===== src/rtl/am25ls153_pkg.sv =====
// Shared types and helpers for the am25ls153 round-robin arbiter.
// State encoding, requester count and the one-hot decode used by the arbiter and the picker.
package am25ls153_pkg;

  localparam int NREQ = 4;

  typedef enum logic {
    IDLE  = 1'b0,
    GRANT = 1'b1
  } state_e;

  function automatic logic [NREQ-1:0] onehot4(input logic [1:0] sel);
    return 4'b0001 << sel;
  endfunction

endpackage


===== src/rtl/am25ls153_arb_if.sv =====
// Requester/selector bundle between the sources, the arbiter and the am25ls153 control pins.
// The master side is the arbiter and the slave side is the requesters.
interface am25ls153_arb_if;
  logic [3:0] req;
  logic [3:0] last;
  logic [1:0] sel;
  logic       g;
  logic [3:0] gnt;
  logic       busy;

  modport master (
    input  req, last,
    output sel, g, gnt, busy
  );

  modport slave (
    output req, last,
    input  sel, g, gnt, busy
  );
endinterface


===== src/rtl/am25ls153_rrpick.sv =====
// Combinational round-robin picker: the first unmasked request found scanning from ptr upward, modulo 4.
module am25ls153_rrpick
  import am25ls153_pkg::*;
(
  input  logic [NREQ-1:0] req_i,
  input  logic [1:0]      ptr_i,
  input  logic [NREQ-1:0] mask_i,
  output logic            valid_o,
  output logic [1:0]      idx_o
);

  logic [NREQ-1:0] eligible;
  logic [1:0]      cand;
  logic            found;

  assign eligible = req_i & ~mask_i;
  assign valid_o  = |eligible;

  always_comb begin
    idx_o = ptr_i;
    found = 1'b0;
    cand  = ptr_i;
    for (int k = 0; k < NREQ; k++) begin
      cand = ptr_i + 2'(k);
      if (!found && eligible[cand]) begin
        idx_o = cand;
        found = 1'b1;
      end
    end
  end

endmodule


===== src/rtl/am25ls153_arb.sv =====
// Round-robin arbiter driving sel/g of one am25ls153, with a burst limit forcing rotation.
// Every output is registered.
module am25ls153_arb
  import am25ls153_pkg::*;
#(
  parameter int MAXBURST = 4,
  parameter int CW       = 4
) (
  input logic           clk,
  input logic           rst,
  am25ls153_arb_if.master bus
);

  state_e          state_q, state_d;
  logic [1:0]      ptr_q, ptr_d;
  logic [CW-1:0]   cnt_q, cnt_d;
  logic [1:0]      sel_q, sel_d;
  logic            g_q, g_d;
  logic [NREQ-1:0] gnt_q, gnt_d;
  logic            busy_q, busy_d;

  logic [1:0]      owner;
  logic            ownerLast;
  logic            burstDone;
  logic            releaseNow;
  logic [1:0]      pickPtr;
  logic [NREQ-1:0] pickMask;
  logic            pickValid;
  logic [1:0]      pickIdx;

  assign owner      = sel_q;
  assign ownerLast  = bus.last[owner];
  assign burstDone  = (cnt_q == CW'(MAXBURST));
  assign releaseNow = (state_q == GRANT) && (!bus.req[owner] || ownerLast || burstDone);

  // On release the owner lands last in the scan; on its final transfer it is masked out entirely.
  assign pickPtr  = (state_q == GRANT) ? owner + 2'd1 : ptr_q;
  assign pickMask = ((state_q == GRANT) && ownerLast) ? onehot4(owner) : '0;

  am25ls153_rrpick u_pick (
    .req_i   (bus.req),
    .ptr_i   (pickPtr),
    .mask_i  (pickMask),
    .valid_o (pickValid),
    .idx_o   (pickIdx)
  );

  always_ff @(posedge clk) begin
    if (rst) begin
      state_q <= IDLE;
      ptr_q   <= '0;
      cnt_q   <= '0;
      sel_q   <= '0;
      g_q     <= 1'b1;
      gnt_q   <= '0;
      busy_q  <= 1'b0;
    end else begin
      state_q <= state_d;
      ptr_q   <= ptr_d;
      cnt_q   <= cnt_d;
      sel_q   <= sel_d;
      g_q     <= g_d;
      gnt_q   <= gnt_d;
      busy_q  <= busy_d;
    end
  end

  always_comb begin
    state_d = state_q;
    ptr_d   = ptr_q;
    cnt_d   = cnt_q;
    case (state_q)
      IDLE: begin
        if (pickValid) begin
          state_d = GRANT;
          cnt_d   = CW'(1);
        end
      end
      GRANT: begin
        if (releaseNow) begin
          ptr_d = owner + 2'd1;
          if (pickValid) begin
            cnt_d = CW'(1);
          end else begin
            state_d = IDLE;
            cnt_d   = '0;
          end
        end else begin
          cnt_d = cnt_q + CW'(1);
        end
      end
      default: state_d = IDLE;
    endcase
  end

  always_comb begin
    sel_d = sel_q;
    g_d   = g_q;
    gnt_d = gnt_q;
    if (((state_q == IDLE) || releaseNow) && pickValid) begin
      sel_d = pickIdx;
      g_d   = 1'b0;
      gnt_d = onehot4(pickIdx);
    end else if (releaseNow || (state_q == IDLE)) begin
      g_d   = 1'b1;
      gnt_d = '0;
    end
    busy_d = ~g_d;
  end

  assign bus.sel  = sel_q;
  assign bus.g    = g_q;
  assign bus.gnt  = gnt_q;
  assign bus.busy = busy_q;

endmodule


===== src/flat_wrapper.sv =====
// flat-port wrapper written by rule: the top's interface ports become plain ports
module am25ls153_arb_flat import am25ls153_pkg::*;
#(
  parameter int MAXBURST = 4,
  parameter int CW       = 4
)
  (clk, rst, bus_req, bus_last, bus_sel, bus_g, bus_gnt, bus_busy);
  am25ls153_arb_if bus_i ();
  input logic clk;
  input logic rst;
  input wire logic [$bits(bus_i.req)-1:0] bus_req;
  input wire logic [$bits(bus_i.last)-1:0] bus_last;
  output wire logic [$bits(bus_i.sel)-1:0] bus_sel;
  output wire logic [$bits(bus_i.g)-1:0] bus_g;
  output wire logic [$bits(bus_i.gnt)-1:0] bus_gnt;
  output wire logic [$bits(bus_i.busy)-1:0] bus_busy;
  assign bus_i.req = bus_req;
  assign bus_i.last = bus_last;
  assign bus_sel = bus_i.sel;
  assign bus_g = bus_i.g;
  assign bus_gnt = bus_i.gnt;
  assign bus_busy = bus_i.busy;
  am25ls153_arb #(.MAXBURST(MAXBURST), .CW(CW)) u_core (.clk(clk), .rst(rst), .bus(bus_i));
endmodule

===== config.mk =====
export PLATFORM = sky130hd
export DESIGN_NAME = am25ls153_arb_flat
export DESIGN_NICKNAME = d
export VERILOG_FILES = /design/src/rtl/am25ls153_pkg.sv /design/src/rtl/am25ls153_arb_if.sv /design/src/rtl/am25ls153_rrpick.sv /design/src/rtl/am25ls153_arb.sv /design/src/flat_wrapper.sv
export SDC_FILE = /design/constraint.sdc
export NUM_CORES = 1
export LEC_CHECK = 0
export ABC_CLOCK_PERIOD_IN_PS = 2850
export BUFFER_PORTS_ARGS = -buffer_cell sky130_fd_sc_hd__buf_4
export CORE_MARGIN = 5
export CORE_UTILIZATION = 45
export CTS_CLUSTER_SIZE = 25
export DETAILED_ROUTE_END_ITERATION = 7
export PLACE_DENSITY = 0.66
export SLEW_MARGIN = 20
export SYNTH_ARGS = -nofsm -noshare
export SYNTH_HDL_FRONTEND = slang
export SYNTH_SLANG_ARGS = --single-unit
export TNS_END_PERCENT = 20

===== constraint.sdc =====
create_clock -name clk -period 2.85 [get_ports clk]
set_input_delay 0.285 -clock clk [delete_from_list [all_inputs] [get_ports clk]]
set_output_delay 0.285 -clock clk [all_outputs]
set_load 0.05 [all_outputs]

* Word-level counts from Yosys, hierarchy flattened
Cells that the tools add are included.
** Word-level totals
- Word-level logic and storage cells :: 72
- Input bits :: 10
- Output and inout port bits :: 8
- Latch bits :: 0
- Memories kept :: 0
- Register bits :: 15
- RAM bits :: 0
- Memory bits (read-only) :: 0
** Cells by class
- $lt $le $gt $ge :: 5
- Mux-type cells :: 31
- Multipliers :: 0
- Shifts and indexed selects :: 2
- $add $sub $neg :: 5
- Reduce and logical (&&, ||, !) cells :: 16
- Divide/modulo/power cells :: 0
- Bitwise logic cells :: 4
- Equality and inequality tests :: 2
** Operators with widths (number)
- $mux 4 :: 5
- $lt 2x3->1 const B :: 5
- $mux 1 :: 14
- $bmux 1 s2 :: 6
- $mux 2 :: 4
- $pmux 4 s2 :: 1
- $shl 1x2->4 const A :: 2
- $logic_and 1x1->1 :: 6
- $add 2x1->2 const B :: 2
- $add 2x2->2 const B :: 2
- $add 4x1->4 const B :: 1
- $and 4x4->4 :: 1
- $eq 4x3->1 const B :: 1
- $logic_not 1->1 :: 4
- $not 4->4 :: 1
- $reduce_or 4->1 :: 1
- $logic_or 1x1->1 :: 3
- $ne 2x1->1 const B :: 1
- $not 1->1 :: 2
- $pmux 1 s2 :: 1
- $reduce_and 2->1 :: 1
- $reduce_bool 2->1 :: 1

* Depth between registers and ports, before layout
- Word-level depth :: 20
- Mapped depth :: 9
- Mapped depth without buffers :: 8

* Modules after synthesis
From an unflattened synthesis, not the netlist that was laid out.
** Second synthesis, totals
- Cells, all modules :: 121
- Area, all modules :: 1037.2 µm²
** Modules (own cells, without submodules)
- am25ls153_arb :: times used 1, cells an instance 101, sequential area each 300.3 µm², area each 898.4 µm²
- am25ls153_rrpick :: times used 1, cells an instance 20, sequential area each 0.0 µm², area each 138.9 µm²

* Least setup slack after synthesis
OpenSTA, ideal clock, no wires.
- Kind :: reg-to-reg
- Start :: reg u_core.sel_q[0] (netlist: u_core.bus.sel[0])
- End :: reg u_core.gnt_q[1] (netlist: u_core.bus.gnt[1])
- Data required time :: 2.763 ns
- Stages on the path, launching flop included :: 9
- Buffers on the path :: 1
- Arrival time :: 2.319 ns
- Slack :: 0.444 ns
- Cells stage by stage :: dfxtp_1 buf_2 inv_1 ha_1 mux2_2 and4bb_1 a31oi_1 nand3_1 o31ai_1
** Between the ends
- Word-level cells in the longest chain between the ends :: 20
- Elaborated cells on any way between the ends :: 44
- Classes of those cells :: add/sub: 4; shift: 2; mux: 21; bitwise: 2; reduce/logical: 15
** RTL lines
- start: declaration :: RTL line am25ls153_arb.sv:17 : logic [1:0] sel_q, sel_d;
- start signal: assignment :: RTL line am25ls153_arb.sv:61 : sel_q <= sel_d;
- $bmux 1 s2 :: RTL line am25ls153_arb.sv:32 : assign ownerLast = bus.last[owner];
- $mux 1 (implied by the code) :: RTL line am25ls153_arb.sv:32
- $logic_and 1x1->1 :: RTL line am25ls153_arb.sv:38 : assign pickMask = ((state_q == GRANT) && ownerLast) ? onehot4(owner) : '0;
- $mux 4 :: RTL line am25ls153_arb.sv:38
- $not 4->4 :: RTL line am25ls153_rrpick.sv:16 : assign eligible = req_i & ~mask_i;
- $and 4x4->4 :: RTL line am25ls153_rrpick.sv:16
- $bmux 1 s2 :: RTL line am25ls153_rrpick.sv:25 : if (!found && eligible[cand]) begin
- $mux 1 (implied by the code) :: RTL line am25ls153_rrpick.sv:25
- [4 not listed]
- $logic_not 1->1 :: RTL line am25ls153_rrpick.sv:25
- $logic_and 1x1->1 :: RTL line am25ls153_rrpick.sv:25
- $mux 1 :: RTL line am25ls153_rrpick.sv:25
- $logic_not 1->1 :: RTL line am25ls153_rrpick.sv:25
- $logic_and 1x1->1 :: RTL line am25ls153_rrpick.sv:25
- $mux 2 :: RTL line am25ls153_rrpick.sv:25
- $shl 1x2->4 :: RTL line am25ls153_pkg.sv:13 : return 4'b0001 << sel;
- $mux 4 :: RTL line am25ls153_arb.sv:100 : if (((state_q == IDLE) || releaseNow) && pickValid) begin
- end signal: assignment :: RTL line am25ls153_arb.sv:63 : gnt_q <= gnt_d;
- end: declaration :: RTL line am25ls153_arb.sv:19 : logic [NREQ-1:0] gnt_q, gnt_d;
Parallel ways exist; a longest one is shown, timed or not. The select of a mux whose other input is x is not followed.
A chain may end at the register's enable or synchronous reset.

* Final worst setup path
Same ends and word-level chain as after synthesis.

==> metrics <==
Reg2Reg Depth 7; DP Worst Slack 0.593 ns; crit path max fanout 14; Final ANT Viol Nets 0; CTS root buffer clkbuf_4; pin count of the biggest net entering global routing 16; CTS HTree Levels 1; EDFF count, synth 0; antenna violations before repair 0; Clk network pwr share 17.5%; asr flop ratio synth 0%; Core Area 2230 um2; Sequential Power Share 38.7%; Synth area leader dfxtp_1; Cells on Worst Hold Path 2; largest cells by area after synthesis dfxtp_1 (28%), ha_1 (7.1%), nand3b_1 (4.2%); Die ar. 3440 um2; Most used DFF post-synth dfxtp_1; sequential area share after synthesis 28.2%; Die Y-Extent 58.6 um; worst hold slack 0.278 ns; Critical Path Start Type register; total grt overflow 0; unrepaired setup endpoints after global routing false; vias 967; cell area after placement 1200 um2; Post-CTS Setup Inserts 0; worst hold start rst; Worst-Margin Slew 0.526 ns; cells along the critical path inv_1 -> ha_1 -> mux2_2 -> and4bb_1 -> a31oi_1 -> nand3_1 -> o31ai_1; post-route setup slack 0.583 ns; hold buffers post-CTS 0; Psw 287 uW; pins over their slew limit 0; Inserted Clock Buffers 3; GRT Overall Usage 15.7%; Rel. slew slack 64.9%; fmax 441 MHz; share of cells above drive strength 1 23.1%; crit path kind reg -> reg; Fin. Hold Viols 0; Worst-Skew Late Latency 0.28 ns; gpl congestion 0.844; Slowest cell on crit path dfxtp_1; design area 1230 um2; starting density of the core 47.6%; Cell Int Power 401 uW; outcome finished clean; Register-to-Register Setup Slack 0.58 ns; Max VDD drop 0.463 mV; CP endpoint u_core.bus.gnt[1]; Gates resized, CTS repair 0; max_cap viols 0; post-layout power 688 uW; Sw Share 41.7%; crit path DAT 2.47 ns; Mapped Cells 126; DR vias/cell 5.65; CP Depth 7; die width 58.6 um; IO buf count 17; Layout area overhead 15.5%; Cells after DPL 167; TNS Setup 0 ns; Synth Register Bits 15; Worst R2R Start u_core.bus.sel[0]; Critical Path RT 3.06 ns; cell family with most CP delay flip-flops; Power Dens Cells 560 nW/um2; first-pass GRT wire length 4.29 mm; nets 160; CP peak stage delay 0.58 ns; non-filler cells, final 171; final wirelength 2.39 mm; Buf+Inv Stages, Crit Path 1; final setup fails 0; number of global-route vias before repair 979; CTS sink cnt 15; Final period util 79.5%; synthesized cell area 1060 um2; Worst R2R End u_core.bus.gnt[1]; DR pass1 iterations 4; HP Class in -> reg; unique cell type count in the Yosys netlist 43; most common cell after layout, fill and taps aside buf_4; CP endpoint kind register; FP Rows 17; CTS tree built; total leakage power 0.512 nW; syn avg cell area 8.44 um2; syn_nets 142; dpl hpwl 1.88 mm; DRT iter0 DRCs 43; Setup Skew 0.00450 ns; Top-Level Pins 18; most frequent cells in the layout buf_4 (17), dfxtp_1 (15), inv_1 (9), nand2_1 (9); CTS clk-pin slew, worst paths 0.09 ns; clock tree buffer depth 2; min Tclk post-route 2.27 ns; post-layout util 55.0%; Critical Path Start u_core.bus.sel[0]; number of diodes 0; Synth Warn # 0; combinational share of power 43.8%; post-synth top area share 28.2%; Routed WL per cell 14.0 um; Residual DRC 0
flip-flops by register name, indices dropped and copies added, names as in the netlist:
name,flops
u_core.bus.busy,1
u_core.bus.g,1
u_core.bus.gnt,4
u_core.bus.sel,2
u_core.cnt_q,4
u_core.ptr_q,2
u_core.state_q,1
layer usage:
metal	vias to the layer above	global-route usage (%)	part of all wire, %
met5	-	0	0
met4	0	1.62	0
met3	0	4.61	5.1
met2	21	25.5	47
met1	457	21.3	48
li1	489	-	-
worst min path at each step:
| stage | end | slack [ns] |
|---|---|---|
| after floorplan | u_core.state_q | 0.37 |
| after global placement | u_core.bus.gnt[2] | 0.44 |
| after detailed placement | u_core.bus.gnt[2] | 0.45 |
| after CTS | u_core.cnt_q[2] | 0.26 |
| after global routing | u_core.bus.sel[0] | 0.28 |
| final | u_core.cnt_q[2] | 0.28 |
power groups by stage:
| stage | combinational [mW] | sequential, mW | clock [mW] |
|---|---|---|---|
| after floorplan | 0.173 | 0.321 | 0 |
| after global placement | 0.297 | 0.268 | 0 |
| after detailed placement | 0.301 | 0.270 | 0 |
| after CTS | 0.302 | 0.265 | 0.125 |
| after global routing | 0.330 | 0.271 | 0.135 |
| final | 0.301 | 0.266 | 0.120 |
cell usage after synthesis (2+ instances only):
cell,n
o21ai_0,5
nand2_1,9
o31ai_1,4
nor2b_1,2
mux2i_1,2
nand2b_1,6
nor2_1,8
ha_1,6
o21ai_1,4
nand3_1,8
and2_1,2
mux2i_2,2
inv_1,9
o221ai_1,3
dfxtp_1,15
o221ai_2,2
a21oi_1,7
nand3b_1,6
buf_2,2
area by class of cell:
type	count	area, um2
timing repair buffer	17	128
fill	232	1000
clock buffer	3	22.5
inverter	10	37.5
sequential	15	300
clock inverter	1	5.00
tap	28	35.0
multi-input combinational	97	701
logic make-up (layout without fill, tap and decap cells):
kind of cell,count (synthesis),count (layout),share of synthesized area [%]
AND/OR/NAND/NOR,53,53,30.2
AO/OA/AOI/OAI,32,32,20.9
flip-flops,15,15,28.2
buffers and inverters,14,31,5.88
adder cells (fa/ha/maj),6,6,7.06
multiplexers,6,6,7.65
Power figures use the tool's default switching activity.
